### src/rtl/conv_window_addr_gen.sv
// KxK sliding-window address generator for the feature-map SRAM.
// Emits one pixel address per accepted transfer, ordered out-row/out-col/kernel-row/kernel-col.
module conv_window_addr_gen #(
    parameter int FM_W       = 14,
    parameter int FM_H       = 14,
    parameter int K          = 3,
    parameter int STRIDE     = 1,
    parameter int ADDR_WIDTH = 8
) (
    input  logic                  clk,
    input  logic                  rst_n,
    input  logic                  start_i,
    output logic [ADDR_WIDTH-1:0] addr_o,
    output logic                  addr_valid_o,
    input  logic                  addr_ready_i,
    output logic [7:0]            tap_idx_o,
    output logic                  win_last_o,
    output logic                  frame_done_o,
    output logic                  busy_o
);

    localparam int OUT_W = (FM_W - K) / STRIDE + 1;
    localparam int OUT_H = (FM_H - K) / STRIDE + 1;
    localparam int CNT_W = 16;

    localparam logic [CNT_W-1:0] K_LAST    = CNT_W'(K - 1);
    localparam logic [CNT_W-1:0] OCOL_LAST = CNT_W'(OUT_W - 1);
    localparam logic [CNT_W-1:0] OROW_LAST = CNT_W'(OUT_H - 1);

    // All address steps are elaboration-time constants, so the datapath needs only adders.
    localparam logic [ADDR_WIDTH-1:0] ROW_STEP      = ADDR_WIDTH'(FM_W - K + 1);
    localparam logic [ADDR_WIDTH-1:0] COL_STEP      = ADDR_WIDTH'(STRIDE);
    localparam logic [ADDR_WIDTH-1:0] ROW_BASE_STEP = ADDR_WIDTH'(STRIDE * FM_W);

    typedef enum logic [1:0] {
        S_IDLE = 2'd0,
        S_RUN  = 2'd1,
        S_DONE = 2'd2
    } state_t;

    state_t state, state_nxt;

    logic [CNT_W-1:0] kc, kc_nxt;
    logic [CNT_W-1:0] kr, kr_nxt;
    logic [CNT_W-1:0] ocol, ocol_nxt;
    logic [CNT_W-1:0] orow, orow_nxt;

    logic [ADDR_WIDTH-1:0] row_base, row_base_nxt;
    logic [ADDR_WIDTH-1:0] col_base, col_base_nxt;
    logic [ADDR_WIDTH-1:0] addr_p0, addr_nxt;
    logic [7:0]            tap_p0, tap_nxt;
    logic                  vld_p0;
    logic                  xfer;

    assign vld_p0 = (state == S_RUN);
    assign xfer   = vld_p0 && addr_ready_i;

    always_comb begin
        state_nxt    = state;
        kc_nxt       = kc;
        kr_nxt       = kr;
        ocol_nxt     = ocol;
        orow_nxt     = orow;
        row_base_nxt = row_base;
        col_base_nxt = col_base;
        addr_nxt     = addr_p0;
        tap_nxt      = tap_p0;

        case (state)
            S_IDLE: begin
                if (start_i) begin
                    state_nxt    = S_RUN;
                    kc_nxt       = '0;
                    kr_nxt       = '0;
                    ocol_nxt     = '0;
                    orow_nxt     = '0;
                    row_base_nxt = '0;
                    col_base_nxt = '0;
                    addr_nxt     = '0;
                    tap_nxt      = '0;
                end
            end

            S_RUN: begin
                if (xfer) begin
                    if (kc != K_LAST) begin
                        kc_nxt   = kc + 1'b1;
                        addr_nxt = addr_p0 + 1'b1;
                        tap_nxt  = tap_p0 + 1'b1;
                    end else begin
                        kc_nxt = '0;
                        if (kr != K_LAST) begin
                            kr_nxt   = kr + 1'b1;
                            addr_nxt = addr_p0 + ROW_STEP;
                            tap_nxt  = tap_p0 + 1'b1;
                        end else begin
                            // Window finished: next address is the updated window origin.
                            kr_nxt  = '0;
                            tap_nxt = '0;
                            if (ocol != OCOL_LAST) begin
                                ocol_nxt     = ocol + 1'b1;
                                col_base_nxt = col_base + COL_STEP;
                                addr_nxt     = row_base + col_base_nxt;
                            end else begin
                                ocol_nxt     = '0;
                                col_base_nxt = '0;
                                if (orow != OROW_LAST) begin
                                    orow_nxt     = orow + 1'b1;
                                    row_base_nxt = row_base + ROW_BASE_STEP;
                                    addr_nxt     = row_base_nxt;
                                end else begin
                                    orow_nxt     = '0;
                                    row_base_nxt = '0;
                                    addr_nxt     = '0;
                                    state_nxt    = S_DONE;
                                end
                            end
                        end
                    end
                end
            end

            S_DONE: begin
                state_nxt = S_IDLE;
            end

            default: begin
                state_nxt = S_IDLE;
            end
        endcase
    end

    // Stage p0: registered address/tap presented to the operand loader
    always_ff @(posedge clk) begin
        if (!rst_n) begin
            state    <= S_IDLE;
            kc       <= '0;
            kr       <= '0;
            ocol     <= '0;
            orow     <= '0;
            row_base <= '0;
            col_base <= '0;
            addr_p0  <= '0;
            tap_p0   <= '0;
        end else begin
            state    <= state_nxt;
            kc       <= kc_nxt;
            kr       <= kr_nxt;
            ocol     <= ocol_nxt;
            orow     <= orow_nxt;
            row_base <= row_base_nxt;
            col_base <= col_base_nxt;
            addr_p0  <= addr_nxt;
            tap_p0   <= tap_nxt;
        end
    end

    assign addr_o       = addr_p0;
    assign addr_valid_o = vld_p0;
    assign tap_idx_o    = tap_p0;
    assign win_last_o   = vld_p0 && (kc == K_LAST) && (kr == K_LAST);
    assign frame_done_o = (state == S_DONE);
    assign busy_o       = (state != S_IDLE);

endmodule

### config.mk
export PLATFORM = sky130hd
export DESIGN_NAME = conv_window_addr_gen
export DESIGN_NICKNAME = d
export VERILOG_FILES = /design/src/rtl/conv_window_addr_gen.sv
export SDC_FILE = /design/constraint.sdc
export NUM_CORES = 1
export LEC_CHECK = 0
export ABC_AREA = 1
export BUFFER_PORTS_ARGS = -buffer_cell sky130_fd_sc_hd__buf_4
export CAP_MARGIN = 5
export CELL_PAD_IN_SITES_DETAIL_PLACEMENT = 1
export CELL_PAD_IN_SITES_GLOBAL_PLACEMENT = 2
export CORE_ASPECT_RATIO = 1.4
export CORE_UTILIZATION = 38
export CTS_CLUSTER_SIZE = 12
export DETAILED_ROUTE_END_ITERATION = 8
export PLACE_DENSITY_LB_ADDON = 0.1
export SYNTH_ARGS = -nofsm -noshare
export SYNTH_HDL_FRONTEND = slang
export SYNTH_SLANG_ARGS = --single-unit
### constraint.sdc
create_clock -name clk -period 6.3 [get_ports clk]
set_input_delay 0.63 -clock clk [delete_from_list [all_inputs] [get_ports clk]]
set_output_delay 0.63 -clock clk [all_outputs]
set_load 0.01 [all_outputs]
# ---- After elaboration in Yosys (flattened, before gate mapping)
# Index checks and enable logic that the tools add are counted.
dict set report word_totals {
  reg_bits 98
  inputBits 4
  out_inout_bits 20
}
dict set report op_classes {
  addsub 10
  eq_ne 14
  mux 47
  reduce_logical 11
}
# operator count
set op_table {}
lappend op_table {{$mux W16} 15}
lappend op_table {{$mux W8} 17}
lappend op_table {{$pmux W16 S2} 4}
lappend op_table {{$add A16 B1 Y16 const B} 4}
lappend op_table {{$pmux W8 S2} 4}
lappend op_table {{$eq A16 B2 Y1 const B} 2}
lappend op_table {{$ne A16 B2 Y1 const B} 2}
lappend op_table {{$ne A16 B4 Y1 const B} 2}
lappend op_table {{$add A8 B1 Y8 const B} 3}
lappend op_table {{$add A8 B4 Y8 const B} 2}
lappend op_table {{$mux W2} 6}
lappend op_table {{$reduce_and A6 Y1} 2}
lappend op_table {{$ne A2 B2 Y1 const B} 5}
lappend op_table {{$add A8 B8 Y8} 1}
lappend op_table {{$reduce_and A5 Y1} 1}
lappend op_table {{$pmux W2 S2} 1}
lappend op_table {{$reduce_and A4 Y1} 1}
lappend op_table {{$reduce_bool A2 Y1} 2}
lappend op_table {{$logic_and A1 B1 Y1} 3}
lappend op_table {{$reduce_and A3 Y1} 1}
lappend op_table {{$eq A2 B1 Y1 const B} 1}
lappend op_table {{$eq A2 B2 Y1 const B} 1}
lappend op_table {{$logic_not A2 Y1} 1}
lappend op_table {{$ne A2 B1 Y1 const B} 1}

# ---- Depth between registers and ports, before layout
# Gate-level depths: netlist (run 1).
dict set report logic_depth {
  ltp_word 7
  depth_mapped 19
  depth_no_buf 19
}

# ---- Least setup slack after synthesis (run 1)
# Ideal clock, no wire load.
dict set report synth_timing {
  path_kind {reg-to-reg}
  from {reg col_base[0]}
  to {reg addr_p0[7], in the netlist addr_o[7]}
  setup_ps 132
  t_arrival_ps 2006
  t_required_ps 6168
  slack_ps 4162
  stages_incl_launch_ff 18
  n_path_buf 0
  period_less_slack_ps 2138
  path_cell_list {dfxtp_1 > ha_1 > nand2_1 > nor3_1 > xor2_1 > ha_1 > nand2_1 > inv_1 > nand2_1 > nand2_1 > a21oi_1 > nand3_1 > nand3_1 > nand2_1 > nand2_1 > nand2_1 > nand2_1 > a21oi_1}
}
dict set report synth_between {
  elab_chain_len 7
}
# item line
set synth_lines {}
lappend synth_lines {{start, declared} 49} ;# logic [ADDR_WIDTH-1:0] col_base, col_base_nxt;
lappend synth_lines {{start signal, assigned} 152} ;# col_base <= col_base_nxt;
lappend synth_lines {{$add A8 B1 Y8} 102} ;# col_base_nxt = col_base + COL_STEP;
lappend synth_lines {{$add A8 B8 Y8} 103} ;# addr_nxt = row_base + col_base_nxt;
lappend synth_lines {{$mux W8} 100} ;# if (ocol != OCOL_LAST) begin
lappend synth_lines {{$mux W8} 92} ;# if (kr != K_LAST) begin
lappend synth_lines {{$mux W8} 86} ;# if (kc != K_LAST) begin
lappend synth_lines {{$mux W8} 85} ;# if (xfer) begin
lappend synth_lines {{$pmux W8 S2} 69} ;# case (state)
lappend synth_lines {{end signal, assigned} 153} ;# addr_p0 <= addr_nxt;
lappend synth_lines {{end, declared} 50} ;# logic [ADDR_WIDTH-1:0] addr_p0, addr_nxt;
# Every way passes these cells. The select of a mux whose other input is x is not followed.
# A chain may end at the register's enable or synchronous reset.

# ---- Worst setup path in the final report (run 1)
dict set report layout_timing {
  from {reg state[1]}
  to {reg orow[3]}
}
dict set report layout_between {
  elab_chain_len 4
}
# item line
set layout_lines {}
lappend layout_lines {{start, declared} 41} ;# state_t state, state_nxt;
lappend layout_lines {{start signal, assigned} 146} ;# state <= state_nxt;
lappend layout_lines {{$eq A2 B1 Y1} {55, 69}}
lappend layout_lines {{$logic_and A1 B1 Y1} 56} ;# assign xfer = vld_p0 && addr_ready_i;
lappend layout_lines {{$ne A2 B1 Y1 (no source line)} -}
lappend layout_lines {{$reduce_and A6 Y1 (no source line)} -}
lappend layout_lines {{end signal, assigned} 150} ;# orow <= orow_nxt;
lappend layout_lines {{end, declared} 46} ;# logic [CNT_W-1:0] orow, orow_nxt;
# Parallel ways exist; a longest one is shown, timed or not.

==> impl_metrics.toml, run 1 <==
[timing]
hold_viol_final = 0
setup-tns-final_ps = 0
tightest_slew_ps = 916
min_period_ps = 3290
min_period_over_period_pct = 52.2
rsz0062_at_grt = "no"
timing.final.setup_violations = 0
fmax_mhz = 304
fin_skew_ps = 8.46
drv_slew = 0
relSlewSlack_pct = 38.8

[hold_path]
hold_end = "kc[15]$_SDFFE_PN0P_"
min_path_type = "reg -> reg"
hp-start = "kc[15]$_SDFFE_PN0P_"
hold_path_depth = 2

[yosys]
yosysTopAreaCell = "dfxtp_1"
yosys_warnings = 0
syn_nets = 917
synth_top_area_share_pct = 33.1
syn_avg_cell_area_um2 = 6.64
synth.area.top_cells = "dfxtp_1 (33%), nand2_1 (11%), inv_1 (7.3%), nor2_1 (7.2%), a21oi_1 (5.3%)"
synth-edff-count = 0
syn-cell-area_um2 = 5930
ys_types = 41
ys_seq_area_share_pct = 33.1
synth_common_cells = "nand2_1 (169), inv_1 (116), nor2_1 (113)"
ys.flop_type = "dfxtp_1"
synth.most_common_cell = "nand2_1"
ys_seq_elements = 98
synth_cells = 893
ys_async_sr_fraction_pct = 0

[clocking]
cts_hold_buf = 0
cts.sinks = 98
clk_pin_slew_ps = 70
clockBufferDepth = 2
htreeDepth = 3
worstSkewPairLatency_ps = 360
cts_buffers = 9
cts_tree = "done"
postCtsSetupBuffers = 0
root_buffer = "clkbuf_16"
post_cts_resized = 0

[routing]
drc = 0
wl_mm = 17.8
ant_nets = 0
wire_per_inst_um = 16.1
vias = 5922
vias_per_cell = 5.36
drt_pass1_iterations = 4
drtIter0Drc = 227

[pwr]
switching_share_pct = 39.6
p_comb_share_pct = 30.9
p_per_area_nw_per_um2 = 280
power.switching_mw = 0.724
ir_worst_vdd_v = 0.000113
pwr-share-clk_pct = 31.7
power_frac_seq_pct = 37.4
p_int_mw = 1.11
leakage_nw = 2.50

[floorplanning]
core-area_um2 = 15100
rows = 53
die_x_um = 108
io_pins = 24
floorplan.initialDensity_pct = 39.2
dieArea_um2 = 16100
die_h_um = 150

[job]
maxCapViolations = 0

[cells_and_area]
area_growth_pct = 10.5
diodes = 0
nFillCells = 2008
final_layout_size_suffix_gt1_share_pct = 7.01
multiInputGateArea_um2 = 3390
nets = 932
fin_util_pct = 43.3
seqCellArea_um2 = 1960

[global_route]
grt_max_degree = 28
antenna_found_initial = 0
grt_first_pass_wirelength_mm = 29.9
grt_usage_pct = 23.6
grt_pass1_vias = 6114
grt-ovfl-total = 0

[setup_path]
r2r-end = "orow[3]$_SDFFE_PN0P_"
endpoint_kind = "register"
r2r-start = "state[1]$_SDFFE_PN0P_"
regToRegSetupSlack_ps = 3010
required_ps = 6540
critPathMaxFanout = 23
path_class = "reg -> reg"
cp_cell_sequence = "nor2_2 -> inv_2 -> or2_1 -> nand2_2 -> nor2_4 -> inv_2 -> nor2_4 -> nand2_2 -> nand2_2 -> inv_2 -> nor2_2 -> nor3b_1"
worstPathArrival_ps = 3530
r2r_cells = 12
cp_slowest_cell = "dfxtp_1"
worstSetupStartpointType = "register"
cpPeakStageDelay_ps = 480

[placement]
gp_congestion = 0.892
dp_hpwl_mm = 13.6
port_buffers = 23

[run_status]
status = "finished, final reports clean"
## power by group through the flow
stage,Clock [mW],Sequential [mW],Combinational [mW]
6_report,0.580,0.686,0.565
3_5_place_dp,0,0.699,0.571
2_1_floorplan,0,0.693,0.416
4_1_cts,0.592,0.685,0.576
3_3_place_gp,0,0.697,0.555
5_1_grt,0.613,0.691,0.632
## sequential cells by signal, indices dropped and copies added (netlist names)
name and flops:
kc 16, kr 16, ocol 16, orow 16, addr_o 8, col_base 8
row_base 8, tap_idx_o 8, state 2
## cell type report
type                            instances  area share, %
Tap cell                              192           3.67
Clock buffer                           10           3.65
Multi-Input combinational cell        651           51.8
Inverter                              124           7.15
Sequential cell                        98           30.0
Timing Repair Buffer                   24           2.75
Clock inverter                          6          0.994
## worst max-delay path, delay by kind of cell (launching register included)
kind	cells	cell delay [ps]
buffers and inverters	3	540
DFF	1	480
and+or+nand+nor	9	2110
## worst max-delay path by stage
stage	start	endpoint
5_1_grt	state[1]$_SDFFE_PN0P_	orow[2]$_SDFFE_PN0P_
2_1_floorplan	col_base[0]$_SDFFE_PN0P_	addr_o[7]$_SDFFE_PN0P_
3_5_place_dp	addr_ready_i	orow[3]$_SDFFE_PN0P_
3_3_place_gp	addr_ready_i	orow[2]$_SDFFE_PN0P_
6_report	state[1]$_SDFFE_PN0P_	orow[3]$_SDFFE_PN0P_
4_1_cts	state[1]$_SDFFE_PN0P_	orow[3]$_SDFFE_PN0P_
## through the flow
step	hold slack [ps]	instance area [µm²]	instances	setup slack [ps]	power, mW
2_1_floorplan	426	5930	893	4160	1.11
3_3_place_gp	459	6240	1089	2970	1.25
3_5_place_dp	462	6240	1089	2870	1.27
4_1_cts	471	6550	1105	2960	1.85
5_1_grt	488	6550	1105	2690	1.94
6_report	474	6550	1105	3010	1.83
## cells in the final DEF (no fill, tap or decap), types with 20 or more instances in the layout
cell,instances
nand2_1,169
inv_1,116
nor2_1,113
dfxtp_1,98
nand3_1,63
a21oi_1,63
nor3_1,42
o21ai_0,35
nand4_1,35
buf_4,24
xor2_1,20
## layer usage
metal | track usage, % | vias up | share of wire, %
li1 | - | 2988 | -
met1 | 29.2 | 2853 | 47
met2 | 41.7 | 63 | 49
met3 | 3.05 | 18 | 2.0
met4 | 7.67 | 0 | 1.7
met5 | 0 | - | 0
## kinds of logic (layout without fill, tap and decap cells)
kind of cell             after synthesis  after routing  synth area share (%)
AND/OR/NAND/NOR                      460            460                  35.0
buffers and inverters                144            164                  9.67
AO/OA/AOI/OAI                        140            140                  13.3
flip-flops                            98             98                  33.1
XOR/XNOR                              31             31                  4.58
adder cells (fa/ha/maj)               20             20                  4.35
Note: power is estimated with default switching activity, not from simulation.
==> run 2, diff against run 1 <==
- CORE_UTILIZATION: 38 -> 35
- clock period: 6.3 -> 3.3 ns (I/O delays scaled with it)
==> impl_metrics.toml, run 2 (same netlist as run 1, synthesis figures left out) <==
[floorplanning]
die_x_um = 112
io_pins = 24
die_h_um = 156
rows = 55
floorplan.initialDensity_pct = 36.2
core-area_um2 = 16400
dieArea_um2 = 17500

[cells_and_area]
area_growth_pct = 11.4
diodes = 0
final_layout_size_suffix_gt1_share_pct = 7.50
mostFrequentLayoutCells = "nand2_1 (169), inv_1 (116), nor2_1 (113)"
fin_util_pct = 40.3
finalInstanceArea_um2 = 6600
final_common_cell = "nand2_1"
nets = 939

[hold_path]
hold_end = "kr[12]$_SDFFE_PN0P_"
hp-start = "rst_n"
min_path_type = "in -> reg"
hold_path_depth = 3

[timing]
hold_viol_final = 0
setup-tns-final_ps = 0
relSlewSlack_pct = 42.0
tightest_slew_ps = 869
fin_skew_ps = 14.4
min_period_ps = 2700
rsz0062_at_grt = "no"
min_period_over_period_pct = 81.9
drv_slew = 0
timing.final.setup_violations = 0
fmax_mhz = 370

[setup_path]
cp_top_family = "simple AND/OR/NAND/NOR gates"
endpoint_kind = "register"
worstPathArrival_ps = 2970
required_ps = 3560
r2r-start = "kc[0]$_SDFFE_PN0P_"
r2r-end = "ocol[13]$_SDFFE_PN0P_"
cpPeakStageDelay_ps = 410
critPathMaxFanout = 16
path_class = "reg -> reg"
cp_slowest_cell = "nor2_2"
r2r_cells = 13
worstSetupStartpointType = "register"
regToRegSetupSlack_ps = 600
crit_top_cell = "nand2_1"
path_buf_inv = 3
cp_cell_sequence = "inv_1 -> ha_1 -> nand3_1 -> nor2_1 -> nand2_1 -> nand2_1 -> nand2_2 -> inv_4 -> nand2_2 -> buf_4 -> nor2_2 -> nand2_1 -> o22ai_1"

[global_route]
grt_first_pass_wirelength_mm = 31.2
grt-ovfl-total = 0
grt_pass1_vias = 6273
grt_max_degree = 25
grt_usage_pct = 22.4
antenna_found_initial = 0

[placement]
gp_congestion = 0.842
postPlaceCellArea_um2 = 6300
port_buffers = 23
dp_hpwl_mm = 14.4

[clocking]
htreeDepth = 3
cts_buffers = 9
worstSkewPairLatency_ps = 360
cts_hold_buf = 0
root_buffer = "clkbuf_16"
clk_pin_slew_ps = 70
cts_tree = "done"
postCtsSetupBuffers = 0
post_cts_resized = 0
clockBufferDepth = 2
cts.sinks = 98

[pwr]
p_per_area_nw_per_um2 = 539
ir_worst_vdd_v = 0.000245
leakage_nw = 2.53

[routing]
wire_per_inst_um = 16.9
wl_mm = 18.9
drt_pass1_iterations = 4
vias_per_cell = 5.33
drtIter0Drc = 207
drc = 0
vias = 5967
ant_nets = 0

[run_status]
status = "finished, final reports clean"

[job]
maxCapViolations = 0
run 2: layout make-up:
class,count,area [µm²]
timing repair buffer,31,233
multi-input combinational,651,3390
inverter,124,468
fill,2171,9780
tap,199,249
clock inverter,4,51.3
clock buffer,12,246
sequential,98,1960
run 2: worst reg2reg max path: stages (launching register included):
cell	delay [ps]
dfxtp_1	320
inv_1	110
ha_1	180
nand3_1	80
nor2_1	110
nand2_1	160
nand2_1	220
nand2_2	230
inv_4	200
nand2_2	70
buf_4	210
nor2_2	420
nand2_1	160
o22ai_1	150
run 2: worst max path at each step:
stage / startpoint / cells past startpoint / to / slack (ps)
2_1_floorplan: col_base[0]$_SDFFE_PN0P_ / 17 / addr_o[7]$_SDFFE_PN0P_ / 1160
3_3_place_gp: kc[0]$_SDFFE_PN0P_ / 13 / col_base[1]$_SDFFE_PN0P_ / 650
3_5_place_dp: kc[0]$_SDFFE_PN0P_ / 13 / col_base[1]$_SDFFE_PN0P_ / 600
4_1_cts: kc[0]$_SDFFE_PN0P_ / 13 / ocol[13]$_SDFFE_PN0P_ / 580
5_1_grt: kc[0]$_SDFFE_PN0P_ / 13 / col_base[1]$_SDFFE_PN0P_ / 330
6_report: kc[0]$_SDFFE_PN0P_ / 13 / ocol[13]$_SDFFE_PN0P_ / 600
run 2: per-stage QoR:
stage	worst slack (ps)	hold WS (ps)	power (mW)	std cells
detailed placement	604	466	2.51	1103
global placement	649	459	2.47	1103
global route	327	401	3.76	1119
floorplan	1160	426	2.12	893
finish	597	386	3.56	1119
CTS	581	378	3.60	1119
run 2: routing by layer:
metal | wire length (µm) | share of wire (%) | vias up | global-route usage, %
met5 | 0 | 0 | - | 0
met4 | 340 | 1.8 | 0 | 6.98
met3 | 290 | 1.5 | 19 | 2.45
met2 | 9410 | 50 | 44 | 41.2
met1 | 8820 | 47 | 2907 | 27.2
li1 | - | - | 2997 | -
run 2: power by group:
group	internal, mW	total (mW)	switching (mW)
clock	0.610	1.10	0.485
sequential	1.24	1.32	0.0756
combinational	0.305	1.15	0.843
total	2.16	3.56	1.40
==> run 3, diff against run 2 <==
- clock period: 3.3 -> 2.8 ns (I/O delays scaled with it)
==> impl_metrics.toml, run 3 (same netlist as run 1, synthesis figures left out) <==
[run_status]
status = "finished, final reports clean"

[floorplanning]
die_h_um = 156
dieArea_um2 = 17500
floorplan.initialDensity_pct = 36.2
core-area_um2 = 16400
rows = 55
io_pins = 24
die_x_um = 112

[setup_path]
worstPathArrival_ps = 2290
cpPeakStageDelay_ps = 580
path_class = "reg -> out"
worstSetupStartpointType = "register"
cp_slowest_cell = "nor3_1"
required_ps = 2520
cp_top_family = "simple AND/OR/NAND/NOR gates"
cp_cell_sequence = "inv_1 -> ha_1 -> nand3_1 -> nor2_1 -> nand2_1 -> nor3_1 -> buf_4"
r2r_cells = 18
critPathMaxFanout = 4
cp_num_cells = 7
endpoint_kind = "output pin"
path_buf_inv = 2

[routing]
wire_per_inst_um = 16.4
wl_mm = 18.4
ant_nets = 0
vias_per_cell = 5.31
drt_pass1_iterations = 4
vias = 5964
drc = 0
drtIter0Drc = 264

[global_route]
grt-ovfl-total = 0
grt_pass1_vias = 6327
grt_first_pass_wirelength_mm = 31.3
antenna_found_initial = 0
grt_max_degree = 24
grt_usage_pct = 22.5

[clocking]
cts_tree = "done"
worstSkewPairLatency_ps = 360
cts.sinks = 98
cts_buffers = 9
root_buffer = "clkbuf_16"
clk_pin_slew_ps = 70
cts_hold_buf = 0
clockBufferDepth = 2
htreeDepth = 3

[timing]
setup-tns-final_ps = 0
fmax_mhz = 390
hold_slack_ps = 338
hold_viol_final = 0
min_period_ps = 2570
fin_skew_ps = 7.88
drv_slew = 0
tightest_slew_ps = 698
relSlewSlack_pct = 53.1
timing.final.setup_violations = 0
rsz0062_at_grt = "no"
min_period_over_period_pct = 91.6

[cells_and_area]
area_growth_pct = 12.5
nFillCells = 2167
diodes = 0
final_layout_size_suffix_gt1_share_pct = 8.33
mostFrequentLayoutCells = "nand2_1 (169), inv_1 (116), nor2_1 (113)"
final_common_cell = "nand2_1"
instances_no_fill = 1123
nets = 943

[pwr]
p_int_mw = 2.64
power_frac_seq_pct = 36.1
p_per_area_nw_per_um2 = 643
switching_share_pct = 38.5
leakage_nw = 2.57
power.switching_mw = 1.65
ir_worst_vdd_v = 0.000345
p_comb_share_pct = 32.0
pwr-share-clk_pct = 31.9

[placement]
port_buffers = 23
dp.cells = 1106
gp_congestion = 0.834
dp_hpwl_mm = 14.2

[job]
maxCapViolations = 0

[hold_path]
hold_path_depth = 3
min_path_type = "in -> reg"
[run 3: changes by cell type in the layout (fill, tap and decap cells not counted), sizes merged]
cell      change
inv           +1
clkinv        -1
clkinvlp      -1
clkbuf        +1
buf           +4
[run 3: power groups by stage]
stage,Clock [mW],Sequential (mW),Combinational (mW)
2_1_floorplan,0,1.56,0.937
3_3_place_gp,0,1.57,1.36
3_5_place_dp,0,1.58,1.39
4_1_cts,1.40,1.55,1.40
5_1_grt,1.46,1.56,1.53
6_report,1.37,1.55,1.37
[run 3: final timing paths]
path                                          startpoint                endpoint  slack, ps
worst max-delay path                  kr[0]$_SDFFE_PN0P_              win_last_o        230
worst min-delay path                               rst_n     kr[12]$_SDFFE_PN0P_        340
worst max register to register  col_base[0]$_SDFFE_PN0P_  addr_o[7]$_SDFFE_PN0P_        310
worst min register to register       kc[15]$_SDFFE_PN0P_     kc[15]$_SDFFE_PN0P_        470
[run 3: worst reg2reg max path: cells and delay by family (launching register included)]
family	cells	cell delay, ps
buffers and inverters	2	90
adders and majority gates	2	520
DFF	1	370
and+or+nand+nor	11	920
AOI/OAI and AO/OA	2	230
xor gates and xnor gates	1	280
[run 3: final cells by class]
cell class / instances / area (µm²) / share of cell area (%)
repair buffers: 35 / 263 / 3.94
clock inverters: 3 / 43.8 / 0.657
flip-flops and latches: 98 / 1960 / 29.4
well taps: 199 / 249 / 3.74
multi-input cells: 651 / 3400 / 51.0
inverters: 124 / 468 / 7.02
clock buffers: 13 / 280 / 4.20
[run 3: stage by stage]
stage	power, mW	setup WS, ps	instance area [µm²]	utilization (%)
2_1_floorplan	2.50	662	5930	-
3_3_place_gp	2.93	292	6320	38.6
3_5_place_dp	2.97	170	6320	38.6
4_1_cts	4.35	145	6650	40.6
5_1_grt	4.55	12.9	6670	40.7
6_report	4.29	235	6670	40.7
[run 3: timing repair]
action | CTS | global route
setup endpoints to repair | 0 | 1
setup buffers | 0 | 1
gates resized for setup | 0 | 2
[run 3: routing by layer]
metal / wire length (µm) / part of all wire, % / track usage, % / vias to the layer above
li1: - / - / - / 3010
met3: 368 / 2.0 / 3.30 / 18
met2: 9310 / 51 / 41.3 / 50
met1: 8480 / 46 / 27.1 / 2886
met5: 0 / 0 / 0 / -
met4: 254 / 1.4 / 5.84 / 0
